## src/rtl/spram_arb_pkg.sv

```systemverilog
// Shared types and constants for the two-requester SPRAM arbiter.
package spram_arb_pkg;

  localparam int unsigned SPRAM_ADDR_W = 15;
  localparam int unsigned SPRAM_DATA_W = 8;

  typedef enum logic {
    OWNER_0 = 1'b0,
    OWNER_1 = 1'b1
  } arb_owner_t;

  typedef struct packed {
    logic                    we;
    logic [SPRAM_ADDR_W-1:0] addr;
    logic [SPRAM_DATA_W-1:0] wdata;
  } mem_cmd_t;

  // One slot of the read-return tracking pipeline
  typedef struct packed {
    logic       valid;
    arb_owner_t owner;
  } rd_tag_t;

endpackage

```

## src/rtl/spram_arbiter_rr_arb2.sv

```systemverilog
// Two-input round-robin arbiter with a registered last-grant pointer.
module rr_arb2
  import spram_arb_pkg::*;
(
  input  logic       clk,
  input  logic       rst_n,
  input  logic [1:0] req,
  output logic [1:0] gnt
);

  arb_owner_t last_gnt_d, last_gnt_q;

  // On contention the requester that did not win last time is served
  always_comb begin
    gnt        = 2'b00;
    last_gnt_d = last_gnt_q;
    unique case (req)
      2'b01:   gnt = 2'b01;
      2'b10:   gnt = 2'b10;
      2'b11:   gnt = (last_gnt_q == OWNER_0) ? 2'b10 : 2'b01;
      default: gnt = 2'b00;
    endcase
    if (gnt[0]) begin
      last_gnt_d = OWNER_0;
    end else if (gnt[1]) begin
      last_gnt_d = OWNER_1;
    end
  end

  always_ff @(posedge clk or negedge rst_n) begin
    if (!rst_n) begin
      last_gnt_q <= OWNER_1;
    end else begin
      last_gnt_q <= last_gnt_d;
    end
  end

endmodule

```

## src/rtl/spram_arbiter.sv

```systemverilog
// Shares one byte-wide single-port memory between two requesters, returning
// each read byte to its issuer two cycles after the grant.
module spram_arbiter
  import spram_arb_pkg::*;
#(
  parameter int unsigned ADDR_W = SPRAM_ADDR_W,
  parameter int unsigned DATA_W = SPRAM_DATA_W
) (
  input  logic              clk,
  input  logic              rst_n,
  input  logic              req0,
  input  logic              we0,
  input  logic [ADDR_W-1:0] addr0,
  input  logic [DATA_W-1:0] wdata0,
  output logic              gnt0,
  output logic              rvalid0,
  output logic [DATA_W-1:0] rdata0,
  input  logic              req1,
  input  logic              we1,
  input  logic [ADDR_W-1:0] addr1,
  input  logic [DATA_W-1:0] wdata1,
  output logic              gnt1,
  output logic              rvalid1,
  output logic [DATA_W-1:0] rdata1,
  output logic [ADDR_W-1:0] mem_addr,
  output logic              mem_write,
  output logic [DATA_W-1:0] mem_data_in,
  input  logic [DATA_W-1:0] mem_data_out
);

  logic [1:0]  gnt;
  mem_cmd_t    win_cmd;
  arb_owner_t  win_owner;
  mem_cmd_t    cmd_d, cmd_q;
  rd_tag_t     s1_d, s1_q;
  logic              rvalid0_d, rvalid0_q;
  logic              rvalid1_d, rvalid1_q;
  logic [DATA_W-1:0] rdata0_d, rdata0_q;
  logic [DATA_W-1:0] rdata1_d, rdata1_q;

  rr_arb2 u_rr_arb2 (
    .clk   (clk),
    .rst_n (rst_n),
    .req   ({req1, req0}),
    .gnt   (gnt)
  );

  assign gnt0 = gnt[0];
  assign gnt1 = gnt[1];

  // Winner's command, selected by the one-hot grant
  always_comb begin
    win_cmd   = '0;
    win_owner = OWNER_0;
    if (gnt[1]) begin
      win_cmd.we    = we1;
      win_cmd.addr  = SPRAM_ADDR_W'(addr1);
      win_cmd.wdata = SPRAM_DATA_W'(wdata1);
      win_owner     = OWNER_1;
    end else begin
      win_cmd.we    = we0;
      win_cmd.addr  = SPRAM_ADDR_W'(addr0);
      win_cmd.wdata = SPRAM_DATA_W'(wdata0);
    end
  end

  // Idle cycles keep address/data but never leave a write asserted
  always_comb begin
    cmd_d    = cmd_q;
    cmd_d.we = 1'b0;
    s1_d     = '0;
    if (|gnt) begin
      cmd_d      = win_cmd;
      s1_d.valid = ~win_cmd.we;
      s1_d.owner = win_owner;
    end
    rvalid0_d = s1_q.valid && (s1_q.owner == OWNER_0);
    rvalid1_d = s1_q.valid && (s1_q.owner == OWNER_1);
    rdata0_d  = rvalid0_d ? mem_data_out : rdata0_q;
    rdata1_d  = rvalid1_d ? mem_data_out : rdata1_q;
  end

  // Stage 2 of the read pipeline is the rvalid/rdata register pair
  always_ff @(posedge clk or negedge rst_n) begin
    if (!rst_n) begin
      cmd_q     <= '0;
      s1_q      <= '0;
      rvalid0_q <= 1'b0;
      rvalid1_q <= 1'b0;
      rdata0_q  <= '0;
      rdata1_q  <= '0;
    end else begin
      cmd_q     <= cmd_d;
      s1_q      <= s1_d;
      rvalid0_q <= rvalid0_d;
      rvalid1_q <= rvalid1_d;
      rdata0_q  <= rdata0_d;
      rdata1_q  <= rdata1_d;
    end
  end

  assign mem_addr    = ADDR_W'(cmd_q.addr);
  assign mem_write   = cmd_q.we;
  assign mem_data_in = DATA_W'(cmd_q.wdata);
  assign rvalid0     = rvalid0_q;
  assign rvalid1     = rvalid1_q;
  assign rdata0      = rdata0_q;
  assign rdata1      = rdata1_q;

endmodule

```

## config.mk

```make
export PLATFORM = sky130hd
export DESIGN_NAME = spram_arbiter
export DESIGN_NICKNAME = d
export VERILOG_FILES = /design/src/rtl/spram_arb_pkg.sv /design/src/rtl/spram_arbiter_rr_arb2.sv /design/src/rtl/spram_arbiter.sv
export SDC_FILE = /design/constraint.sdc
export NUM_CORES = 1
export LEC_CHECK = 0
export CORE_MARGIN = 5
export CORE_UTILIZATION = 41
export DETAILED_ROUTE_END_ITERATION = 7
export PLACE_DENSITY = 0.81
export SLEW_MARGIN = 20
export SYNTH_ARGS = -nofsm -noshare
export SYNTH_HDL_FRONTEND = slang
export SYNTH_SLANG_ARGS = --single-unit
export TNS_END_PERCENT = 20
```

## constraint.sdc

```tcl
create_clock -name clk -period 2 [get_ports clk]
set_clock_uncertainty 0.2 [all_clocks]
set_input_delay 0.2 -clock clk [delete_from_list [all_inputs] [get_ports clk]]
set_output_delay 0.2 -clock clk [all_outputs]
set_load 0.02 [all_outputs]
```

==> results of run 1 <==
-- worst max-delay path: cells and delay by family (launching register included) --
kind                   cells  cell delay (ps)
AO/OA/AOI/OAI              1              160
buffers and inverters      1              640
flip-flops                 1              380
-- logic make-up after synthesis --
logic type,Yosys count
compound gates,51
flops,45
mux,39
simple gates,27
buf+inv,20
-- metal layers --
layer | routed length (um) | GRT usage
met1 | 2480 | 0.2050
met2 | 2896 | 0.3025
met4 | 56 | 0.04012
met3 | 349 | 0.04455
met5 | 0 | 0
-- how the worst min path moves through the flow --
| stage | startpoint | end | slack (ps) | cells past startpoint |
|---|---|---|---|---|
| 3_5_place_dp | rst_n | rdata0[6] | 7 | 1 |
| 5_1_grt | req0 | s1_q[1] | 90 | 3 |
| 2_1_floorplan | rst_n | mem_addr[0] | -300 | 0 |
| 4_1_cts | req0 | s1_q[1] | 50 | 3 |
| 3_3_place_gp | rst_n | rdata0[6] | 3 | 1 |
| 6_report | req0 | s1_q[1] | 50 | 3 |
-- metrics by stage --
stage | area, um^2 | std cells | hold slack [ps]
finish | 3391 | 356 | 52.93
global placement | 3248 | 347 | 2.991
CTS | 3391 | 356 | 51.32
detailed placement | 3248 | 347 | 6.507
floorplan | 2173 | 182 | -295.6
global route | 3391 | 356 | 87.06
-- repair_timing --
action,CTS,global route
gates resized for setup,1,0
hold buffers,1,0
setup endpoints to repair,1,0
buffers inserted,0,0
endpoints found under the hold margin,22,0
-- state kept, by name, indices dropped and copies added, names as in the netlist, 2 cells and up --
register	count
s1_q	2
mem_data_in	8
rdata1	8
rdata0	8
mem_addr	15
-- cell usage in the layout (no fill, tap or decap) --
master	n
a21boi_1	1
a21boi_2	1
a22o_1	1
a31oi_1	23
and3b_1	23
buf_12	1
buf_2	3
buf_4	7
bufinv_16	2
clkbuf_8	5
clkdlybuf4s50_1	99
clkinv_2	1
dfrtp_1	44
dfstp_2	1
dlygate4sd2_1	1
dlygate4sd3_1	1
inv_1	3
inv_2	1
mux2_1	8
mux2_2	8
mux2i_1	23
nand2_1	2
nand2b_1	1
nor2b_1	1
o21ai_1	24
o22ai_1	1
-- power by group through the flow --
stage | clock network [uW] | logic, uW | registers, uW
6_report | 795 | 1020 | 1160
5_1_grt | 847 | 1090 | 1180
4_1_cts | 817 | 1040 | 1160
3_5_place_dp | 0 | 1040 | 1180
3_3_place_gp | 0 | 1010 | 1170
2_1_floorplan | 0 | 294 | 1370
-- area by class of cell --
type | count | share of cell area
flip-flops and latches | 45 | 0.3325
clock inverters | 3 | 0.01919
repair buffers | 112 | 0.3236
clock buffers | 5 | 0.02030
multi-input cells | 117 | 0.2742
well taps | 70 | 0.02583
inverters | 4 | 0.004428
==> metrics.csv, run 1 <==
stage,metric,value,unit
logic_synthesis,ys_warn_count,0,
worst_setup_path,crit_type,reg2out,
worst_setup_path,critPathCapture,gnt1,
routing,vias,1842,
routing,drtIter0Drc,79,
pwr,p_seq_frac,0.389,
logic_synthesis,synth-compound-area-share,0.1370,
pwr,leakage,0.001514,uW
floorplan,initial_utilization,0.4228,
cells_and_area,final_nets,345,
global_routing,grt_max_degree,29,
logic_synthesis,yosysSeqAreaShare,0.5187,
logic_synthesis,synthFlopType,dfrtp_1,
floorplan,die_h,82.81,um
routing,route.detailed.wl_per_inst,16.24,um
floorplan,ios,104,
floorplan,die_area,6857,um^2
sta,setup_viol,0,
global_routing,grt_pass1_vias,1968,
logic_synthesis,synth_fa_ha_area_frac,0,
sta,hold_viol,0,
global_routing,gr-total-overflow,0,
pwr,max-vdd-ir-drop,0.4172,mV
cells_and_area,multi_input_area,929.6,um^2
sta,tightest_slew,528.7,ps
worst_setup_path,r2r_slack,430,ps
sta,layout_setup_ws,128.6,ps
worst_setup_path,r2r_start,u_rr_arb2.last_gnt_q,
sta,fin_crit_sh,0.9357,
worst_hold_path,min_path_type,in2reg,
clock_network,clk_pin_slew_worst_paths,80,ps
logic_synthesis,synthesis.nets,242,
placement,place.gp.congestion,0.7693,
pwr,sw_frac_of_total,0.2890,
logic_synthesis,netlist_instances,182,
global_routing,grt.total_usage,0.1702,
worst_setup_path,critPathLaunchType,flip-flop,
sta,fmax,0.5344,GHz
cells_and_area,post-route-util,0.6597,
routing,dr.pass1.iters,4,
placement,io_buffers,103,
worst_setup_path,critPathSlowestCell,clkdlybuf4s50_1,
logic_synthesis,ys_types,21,
cells_and_area,antenna_cells,0,
routing,drc,0,
placement,dpl_worst_slack,204.3,ps
routing,ant_nets,0,
floorplan,rows,26,
logic_synthesis,synth_edf_count,0,
cells_and_area,drive_gt1_frac,0.1049,
clock_network,clk_latency,290,ps
job,maxCapViolations,0,
pwr,p_int,2115,uW
routing,drt-vias-per-instance,5.174,
logic_synthesis,async_flop_share,1.000,
floorplan,coreArea,5140,um^2
cells_and_area,seqCellArea,1127,um^2
sta,slew_headroom,0.6475,
pwr,pwr-share-clk,0.267,
worst_setup_path,r2r-end,mem_data_in[7],
global_routing,grt_pass1_wl,9708,um
logic_synthesis,syn_avg_cell_area,11.94,um^2
worst_setup_path,cp_slowest_stage_delay,640,ps
clock_network,htreeDepth,2,
routing,routed_wl,5782,um
outcome,status,"finished, final reports clean",
logic_synthesis,synth_top_area_frac,0.5066,
worst_setup_path,cp_data_arrival_time,1470,ps
placement,dp_hpwl,4334,um
logic_synthesis,muxShareOfSynthArea,0.1888,
worst_setup_path,reg2regPathDepth,4,
pwr,report.power.total,2974,uW
clock_network,cts_sinks,45,
sta,rsz0062_at_grt,no,
clock_network,cts_max_path_buffers,2,
logic_synthesis,synthTopCellsByCount,"dfrtp_1, o21ai_1, a31oi_1, and3b_1, mux2i_1",
sta,drv_slew,0,
pwr,power_density,877.1,nW/um^2
sta,min_period,1871,ps
logic_synthesis,synthXorXnorAreaFrac,0,
sta,tns,0,ps
worst_setup_path,worstSetupStartpoint,u_rr_arb2.last_gnt_q,
worst_setup_path,critPathMaxFanout,3,
logic_synthesis,synth_area,2173,um^2
clock_network,numCtsBuffers,5,
logic_synthesis,yosys-top-cells-area,"dfrtp_1, mux2i_1, and3b_1",
logic_synthesis,ys_ff_latch,45,
clock_network,cts-root-buf,clkbuf_8,
worst_setup_path,crit_path_cell_trace,a21boi_2 > clkdlybuf4s50_1,
logic_synthesis,yosysMostFrequentCell,dfrtp_1,
pwr,switching_power,859.4,uW
logic_synthesis,synth_top_family_by_area,multiplexers,
cells_and_area,syn_to_final_growth,56.02,%
logic_synthesis,synth_simple_gate_area_share,0.1019,
global_routing,antenna_found_initial,0,
cells_and_area,fillers,444,
worst_setup_path,cp.required,1600,ps
worst_setup_path,critPathCaptureType,output pin,
logic_synthesis,yosysTopAreaCell,dfrtp_1,
clock_network,cts_tree,done,
pwr,comb_power_share,0.343,
floorplan,die_x,82.81,um
Power figures use the tool's default switching activity.
==> inputs of run 2 (changes only) <==
- ABC_AREA: unset -> 1
- CORE_UTILIZATION: 41 -> 43
- PLACE_DENSITY: 0.81 -> 0.84
- SETUP_SLACK_MARGIN: unset -> 0.15
- clock period: 2 -> 2.2 ns (I/O delays scaled with it)
==> run 2 against run 1 <==
- critical path depth rose by 1
- via count rose by 8.3%
- die area down 5.8%
- largest cell class unchanged
- largest power group unchanged
- sequential share of layout area is 0.55 points higher
- worst hold slack better by 230 ps
==> metrics.csv, run 2 <==
stage,metric,value,unit,change
outcome,status,"finished, final reports clean",,unchanged
cells_and_area,fillers,398,,was 444
clock_network,cts_tree,done,,unchanged
routing,dr.pass1.iters,4,,unchanged
logic_synthesis,syn_avg_cell_area,8.191,um^2,was 11.94 um^2
worst_setup_path,cp_data_arrival_time,1420,ps,was 1470 ps
sta,tns,0,ps,unchanged
logic_synthesis,ys_ff_latch,45,,unchanged
logic_synthesis,yosysMostFrequentCell,nand2_1,,was dfrtp_1
pwr,report.power.total,2518,uW,was 2974 uW
floorplan,die_area,6460,um^2,was 6857 um^2
clock_network,clk_latency,290,ps,about the same
placement,dp_hpwl,3986,um,was 4334 um
routing,routed_wl,5473,um,was 5782 um
global_routing,grt_max_degree,46,,was 29
worst_setup_path,critPathMaxFanout,2,,was 3
logic_synthesis,yosysSeqAreaShare,0.5294,,was 0.5187
clock_network,clk_pin_slew_worst_paths,80,ps,about the same
routing,drtIter0Drc,166,,was 79
clock_network,cts_max_path_buffers,2,,unchanged
sta,setup_viol,0,,unchanged
pwr,power_density,754.8,nW/um^2,was 877.1 nW/um^2
logic_synthesis,synth_top_area_frac,0.5170,,was 0.5066
global_routing,gr-usage-met1,0.2277,,was 0.2050
pwr,max-vdd-ir-drop,0.4274,mV,was 0.4172 mV
cells_and_area,syn_to_final_growth,56.64,%,was 56.02%
global_routing,grt_pass1_wl,8811,um,was 9708 um
global_routing,gr-total-overflow,0,,unchanged
logic_synthesis,synthXorXnorAreaFrac,0,,unchanged
floorplan,rows,25,,was 26
global_routing,met3_usage,0.04260,,was 0.04455
worst_setup_path,critPathSlowestCell,dfstp_2,,was clkdlybuf4s50_1
routing,drc,0,,unchanged
logic_synthesis,synthFlopType,dfrtp_1,,unchanged
logic_synthesis,synthTopCellsByCount,"nand2_1, dfrtp_1, nand3b_1, o21ai_0, inv_1",,"was dfrtp_1, o21ai_1, a31oi_1, and3b_1, mux2i_1"
logic_synthesis,netlist_instances,260,,was 182
routing,ant_nets,0,,unchanged
clock_network,cts_sinks,45,,unchanged
worst_setup_path,r2r_start,u_rr_arb2.last_gnt_q,,unchanged
clock_network,cts-root-buf,clkbuf_8,,unchanged
logic_synthesis,synth_edf_count,0,,unchanged
sta,slew_headroom,0.6104,,was 0.6475
sta,rsz0062_at_grt,no,,unchanged
cells_and_area,antenna_cells,0,,unchanged
logic_synthesis,synthesis.nets,320,,was 242
logic_synthesis,ys_types,16,,was 21
floorplan,initial_utilization,0.4479,,was 0.4228
cells_and_area,final_cell_mix,"nand2_1, clkdlybuf4s50_1, dfrtp_1",,"was clkdlybuf4s50_1, dfrtp_1, o21ai_1"
routing,route.detailed.wl_per_inst,12.70,um,was 16.24 um
logic_synthesis,yosys-top-cells-area,"dfrtp_1, nand2_1, nand3b_1",,"was dfrtp_1, mux2i_1, and3b_1"
cells_and_area,final_nets,423,,was 345
routing,vias,1995,,was 1842
global_routing,antenna_found_initial,0,,unchanged
logic_synthesis,synth-compound-area-share,0.04348,,was 0.1370
sta,drv_slew,0,,unchanged
job,maxCapViolations,0,,unchanged
worst_hold_path,min_path_type,reg2reg,,was in2reg
worst_setup_path,cp_slowest_stage_delay,590,ps,was 640 ps
floorplan,ios,104,,unchanged
worst_setup_path,critPathLaunchType,flip-flop,,unchanged
global_routing,grt.busiest_layer,met2,,unchanged
placement,place.gp.congestion,0.7903,,was 0.7693
sta,fmax,0.5449,GHz,
pwr,leakage,0.001627,uW,was 0.001514 uW
cells_and_area,multi_input_area,848.3,um^2,was 929.6 um^2
sta,holdWs,281.7,ps,was 52.93 ps
global_routing,grt.total_usage,0.1761,,was 0.1702
sta,fin_crit_sh,0.8341,,
placement,io_buffers,103,,unchanged
worst_setup_path,critPathCaptureType,output pin,,unchanged
global_routing,grt_pass1_vias,1835,,was 1968
worst_hold_path,worstHoldStart,mem_data_in[2],,was req0
floorplan,die_x,80.38,um,was 82.81 um
logic_synthesis,synth_fa_ha_area_frac,0,,unchanged
logic_synthesis,muxShareOfSynthArea,0,,was 0.1888
worst_setup_path,cp.required,1780,ps,was 1600 ps
routing,drt-vias-per-instance,4.629,,was 5.174
logic_synthesis,ys_warn_count,0,,unchanged
clock_network,htreeDepth,2,,unchanged
cells_and_area,drive_gt1_frac,0.05769,,was 0.1049
clock_network,cts_setup_buffers,0,,unchanged
clock_network,numCtsBuffers,5,,unchanged
cells_and_area,final_common_cell,nand2_1,,was clkdlybuf4s50_1
cells_and_area,post-route-util,0.7016,,was 0.6597
worst_setup_path,crit_path_cell_trace,inv_1 > a21boi_1 > dlygate4sd2_1,,was a21boi_2 > clkdlybuf4s50_1
sta,min_period,1835,ps,
sta,tightest_slew,583.0,ps,was 528.7 ps
logic_synthesis,synth_top_family_by_area,simple AND/OR/NAND/NOR gates,,was multiplexers
logic_synthesis,synth_area,2130,um^2,was 2173 um^2
sta,hold_viol,0,,unchanged
floorplan,die_h,80.38,um,was 82.81 um
cells_and_area,largest_register_ffs,15,,unchanged
cells_and_area,seqCellArea,1127,um^2,unchanged
logic_synthesis,async_flop_share,1.000,,unchanged
logic_synthesis,synth_simple_gate_area_share,0.3549,,was 0.1019
global_routing,use_met2,0.2897,,was 0.3025
worst_setup_path,crit_type,reg2out,,unchanged
floorplan,coreArea,4755,um^2,was 5140 um^2
worst_setup_path,worstSetupStartpoint,u_rr_arb2.last_gnt_q,,unchanged
logic_synthesis,yosysTopAreaCell,dfrtp_1,,unchanged
==> run 2: cell count changes in the layout (fill, tap and decap cells not counted), moves of 8 or more <==
| cell | before | now |
|---|---|---|
| nand2_1 | 2 | 137 |
| a31oi_1 | 23 | 0 |
| and3b_1 | 23 | 0 |
| mux2i_1 | 23 | 0 |
| nand3b_1 | 0 | 23 |
| o21ai_1 | 24 | 1 |
| o21ai_0 | 0 | 16 |
| inv_1 | 3 | 14 |
| mux2_1 | 8 | 0 |
| mux2_2 | 8 | 0 |
==> run 2: what timing repair did <==
item / 4_1_cts / 5_1_grt
endpoints found under the hold margin: 44 / 0
setup endpoints to repair: 1 / 1
hold buffers: 1 / 0
gates resized for setup: 1 / 1
==> run 2: metal layers <==
layer	share of wire	up-vias
met5	0	-
met1	0.42	913
met4	0.020	0
met2	0.48	68
li1	-	1003
met3	0.079	11
==> run 2: worst paths after layout <==
path / end / slack (ps) / depth (start not counted)
max in group asynchronous: rdata0[6] / 1090 / 3
hold reg to reg: mem_data_in[2] / 280 / 2
setup reg to reg: mem_addr[14] / 650 / 6
hold / removal: mem_data_in[2] / 280 / 2
min in group asynchronous: mem_addr[7] / 330 / 3
setup / recovery: gnt0 / 360 / 3
==> run 2: report_power, final <==
group	switching (uW)	total (uW)	internal (uW)
sequential	67.5	1020	955
combinational	391	778	387
clock	266	717	451
total	725	2520	1790
==> run 2: critical path, delay by kind of cell (launching register included) <==
kind                   cells  cell delay (ps)
AO/OA/AOI/OAI              1              120
buffers and inverters      2              410
flip-flops                 1              590
==> run 2: per-stage QoR <==
stage | cell area, um^2 | setup slack, ps | std cells
3_3_place_gp | 3191 | 125.9 | 422
3_5_place_dp | 3191 | 97.92 | 422
6_report | 3336 | 364.9 | 431
5_1_grt | 3336 | 292.8 | 431
2_1_floorplan | 2130 | 822.0 | 260
4_1_cts | 3333 | 170.0 | 431
==> run 2: area by class of cell <==
class                   count  area share
multi-input cells         185      0.2543
inverters                  16     0.01800
clock inverters             3     0.01950
flip-flops and latches     45      0.3380
clock buffers               5     0.02063
repair buffers            110      0.3245
well taps                  67     0.02513
==> run 2: cells by family (layout without fill, tap and decap cells) <==
kind of cell | count (synthesis) | after routing
DFF | 45 | 45
AOI/OAI and AO/OA | 18 | 18
and+or+nand+nor | 167 | 167
buffers and inverters | 30 | 134
==> inputs of run 3 (changes only) <==
- CORE_UTILIZATION: 43 -> 40
- PLACE_DENSITY: 0.84 -> 0.79
- clock period: 2.2 -> 1.7 ns (I/O delays scaled with it)
==> run 3 against run 2 <==
- flip-flop and latch count unchanged
- utilization down 4.7 points
- largest cell class unchanged
- combinational power rose by 32%
- worst hold slack worse by 190 ps
- routed wire length up 6.7%
- sequential share of layout area shrank 0.26 points
- first-iteration DRC count down 63%
- register-to-register slack lost 450 ps
- non-clock buffer count rose by 2
- via count rose by 1.7%
==> metrics.csv, run 3 (synthesis gave the netlist of run 2 again) <==
stage,metric,value,unit,change
cells_and_area,seqCellArea,1127,um^2,unchanged
placement,place.gp.congestion,0.7228,,was 0.7903
clock_network,cts_sinks,45,,unchanged
routing,ant_nets,0,,unchanged
routing,dr.pass1.iters,4,,unchanged
worst_setup_path,r2r-end,mem_data_in[2],,was mem_addr[14]
floorplan,ios,104,,unchanged
clock_network,cts-root-buf,clkbuf_8,,unchanged
cells_and_area,post-route-cell-area,3362,um^2,was 3336 um^2
sta,fmax,0.6063,GHz,
worst_setup_path,reg2regPathDepth,7,,was 6
pwr,report.power.total,3166,uW,was 2518 uW
global_routing,grt_max_degree,28,,was 46
worst_setup_path,critPathCaptureType,output pin,,unchanged
global_routing,antenna_found_initial,0,,unchanged
global_routing,gr-total-overflow,0,,unchanged
floorplan,die_area,6883,um^2,was 6460 um^2
placement,dp_hpwl,4296,um,was 3986 um
worst_setup_path,r2r_start,u_rr_arb2.last_gnt_q,,unchanged
worst_setup_path,path_delay_family,buffers and inverters,,was flip-flops
routing,vias,2029,,was 1995
placement,dpl_worst_slack,-299.2,ps,was 97.92 ps
worst_setup_path,crit_path_cell_trace,clkdlybuf4s50_1,,was inv_1 > a21boi_1 > dlygate4sd2_1
routing,drt-vias-per-instance,4.643,,was 4.629
routing,route.detailed.wl_per_inst,13.36,um,was 12.70 um
worst_setup_path,r2r_slack,200,ps,was 650 ps
cells_and_area,final_nets,426,,was 423
cells_and_area,final_common_cell,nand2_1,,unchanged
floorplan,rows,26,,was 25
sta,fin_crit_sh,0.9701,,
job,maxCapViolations,0,,unchanged
sta,rsz0062_at_grt,yes,,was no
routing,drtIter0Drc,62,,was 166
floorplan,die_x,82.97,um,was 80.38 um
routing,drc,0,,unchanged
placement,dpl_cell_area,3222,um^2,was 3191 um^2
global_routing,grt_pass1_vias,2013,,was 1835
worst_setup_path,critPathSlowestCell,clkdlybuf4s50_1,,was dfstp_2
worst_setup_path,critPathLaunchType,flip-flop,,unchanged
clock_network,numCtsBuffers,5,,unchanged
pwr,leakage,0.001640,uW,was 0.001627 uW
cells_and_area,fillers,471,,was 398
clock_network,clk_pin_slew_worst_paths,90,ps,was 80 ps
sta,slew_headroom,0.6835,,was 0.6104
routing,routed_wl,5838,um,was 5473 um
clock_network,cts_max_path_buffers,2,,unchanged
worst_setup_path,cp_data_arrival_time,1280,ps,was 1420 ps
cells_and_area,largest_register_ffs,15,,unchanged
sta,drv_slew,0,,unchanged
worst_setup_path,critPathMaxFanout,2,,unchanged
sta,min_period,1649,ps,
cells_and_area,multi_input_area,859.6,um^2,was 848.3 um^2
floorplan,die_h,82.97,um,was 80.38 um
sta,tightest_slew,473.6,ps,was 583.0 ps
cells_and_area,antenna_cells,0,,unchanged
global_routing,grt.total_usage,0.1718,,was 0.1761
outcome,status,"finished, final reports clean",,unchanged
worst_hold_path,min_path_type,in2async,,was reg2reg
sta,layout_setup_ws,50.75,ps,was 364.9 ps
worst_setup_path,crit_type,reg2out,,unchanged
worst_setup_path,cp.required,1330,ps,was 1780 ps
clock_network,cts_tree,done,,unchanged
cells_and_area,drive_gt1_frac,0.07084,,was 0.05769
global_routing,grt_pass1_wl,9763,um,was 8811 um
clock_network,htreeDepth,2,,unchanged
worst_setup_path,crit_buf_inv,1,,was 2
sta,hold_viol,0,,unchanged
pwr,max-vdd-ir-drop,0.4140,mV,was 0.4274 mV
pwr,power_density,941.6,nW/um^2,was 754.8 nW/um^2
clock_network,clk_latency,290,ps,about the same
cells_and_area,final_cell_mix,"nand2_1, clkdlybuf4s50_1, dfrtp_1",,unchanged
floorplan,initial_utilization,0.4143,,was 0.4479
worst_setup_path,cp_slowest_stage_delay,620,ps,was 590 ps
sta,setup_viol,0,,unchanged
floorplan,coreArea,5140,um^2,was 4755 um^2
cells_and_area,syn_to_final_growth,57.87,%,was 56.64%
placement,io_buffers,103,,unchanged
run 3: how the worst max path moves through the flow:
stage                         startpoint        endpoint  slack (ps)  cells past startpoint
global placement                    req0  mem_data_in[6]        -270                      5
CTS                          mem_addr[5]     mem_addr[5]          40                      1
floorplan           u_rr_arb2.last_gnt_q            gnt0         370                      2
global route        u_rr_arb2.last_gnt_q            gnt1           7                      5
detailed placement                  req0    mem_addr[11]        -300                      5
finish                      mem_addr[10]    mem_addr[10]          50                      1
run 3: layout make-up:
cell class | count | area share
Clock buffer | 5 | 0.02047
Clock inverter | 3 | 0.01377
Multi-Input combinational cell | 186 | 0.2557
Timing Repair Buffer | 112 | 0.3309
Tap cell | 70 | 0.02605
Sequential cell | 45 | 0.3353
Inverter | 16 | 0.01786
run 3: layer usage:
layer	track usage	wire length (um)
met1	0.2112	2512
met2	0.2974	2919
met3	0.04653	371
met4	0.04458	34
met5	0	0
run 3: what timing repair did:
| item | in CTS | in global routing |
|---|---|---|
| pin swaps | 1 | 0 |
| endpoints found under the hold margin | 45 | 0 |
| endpoints found under the setup margin | 69 | 68 |
| gates resized for setup | 11 | 4 |
| hold buffers | 1 | 0 |
| buffers inserted | 0 | 0 |
| cloned | 1 | 0 |
run 3: worst reg2reg max path, delay by kind of cell, from the launching register on:
family	cells	cell delay, ps
flip-flops	1	570
AND/OR/NAND/NOR	5	310
buffers and inverters	2	310
run 3: power breakdown:
part	total, uW	internal [uW]	switching [uW]	leakage [uW]
clock network	811	440	371	0.0000543
logic	1030	511	520	0.00105
registers	1320	1240	87.8	0.000538
run 3: stage by stage:
step,setup TNS [ps],cells,util,hold slack (ps)
3_5_place_dp,-7362,427,0.6268,-115.1
2_1_floorplan,0,260,-,-325.6
6_report,0,437,0.6541,93.00
4_1_cts,0,437,0.6514,89.85
5_1_grt,0,437,0.6541,138.8
3_3_place_gp,-6885,427,0.6268,-116.6
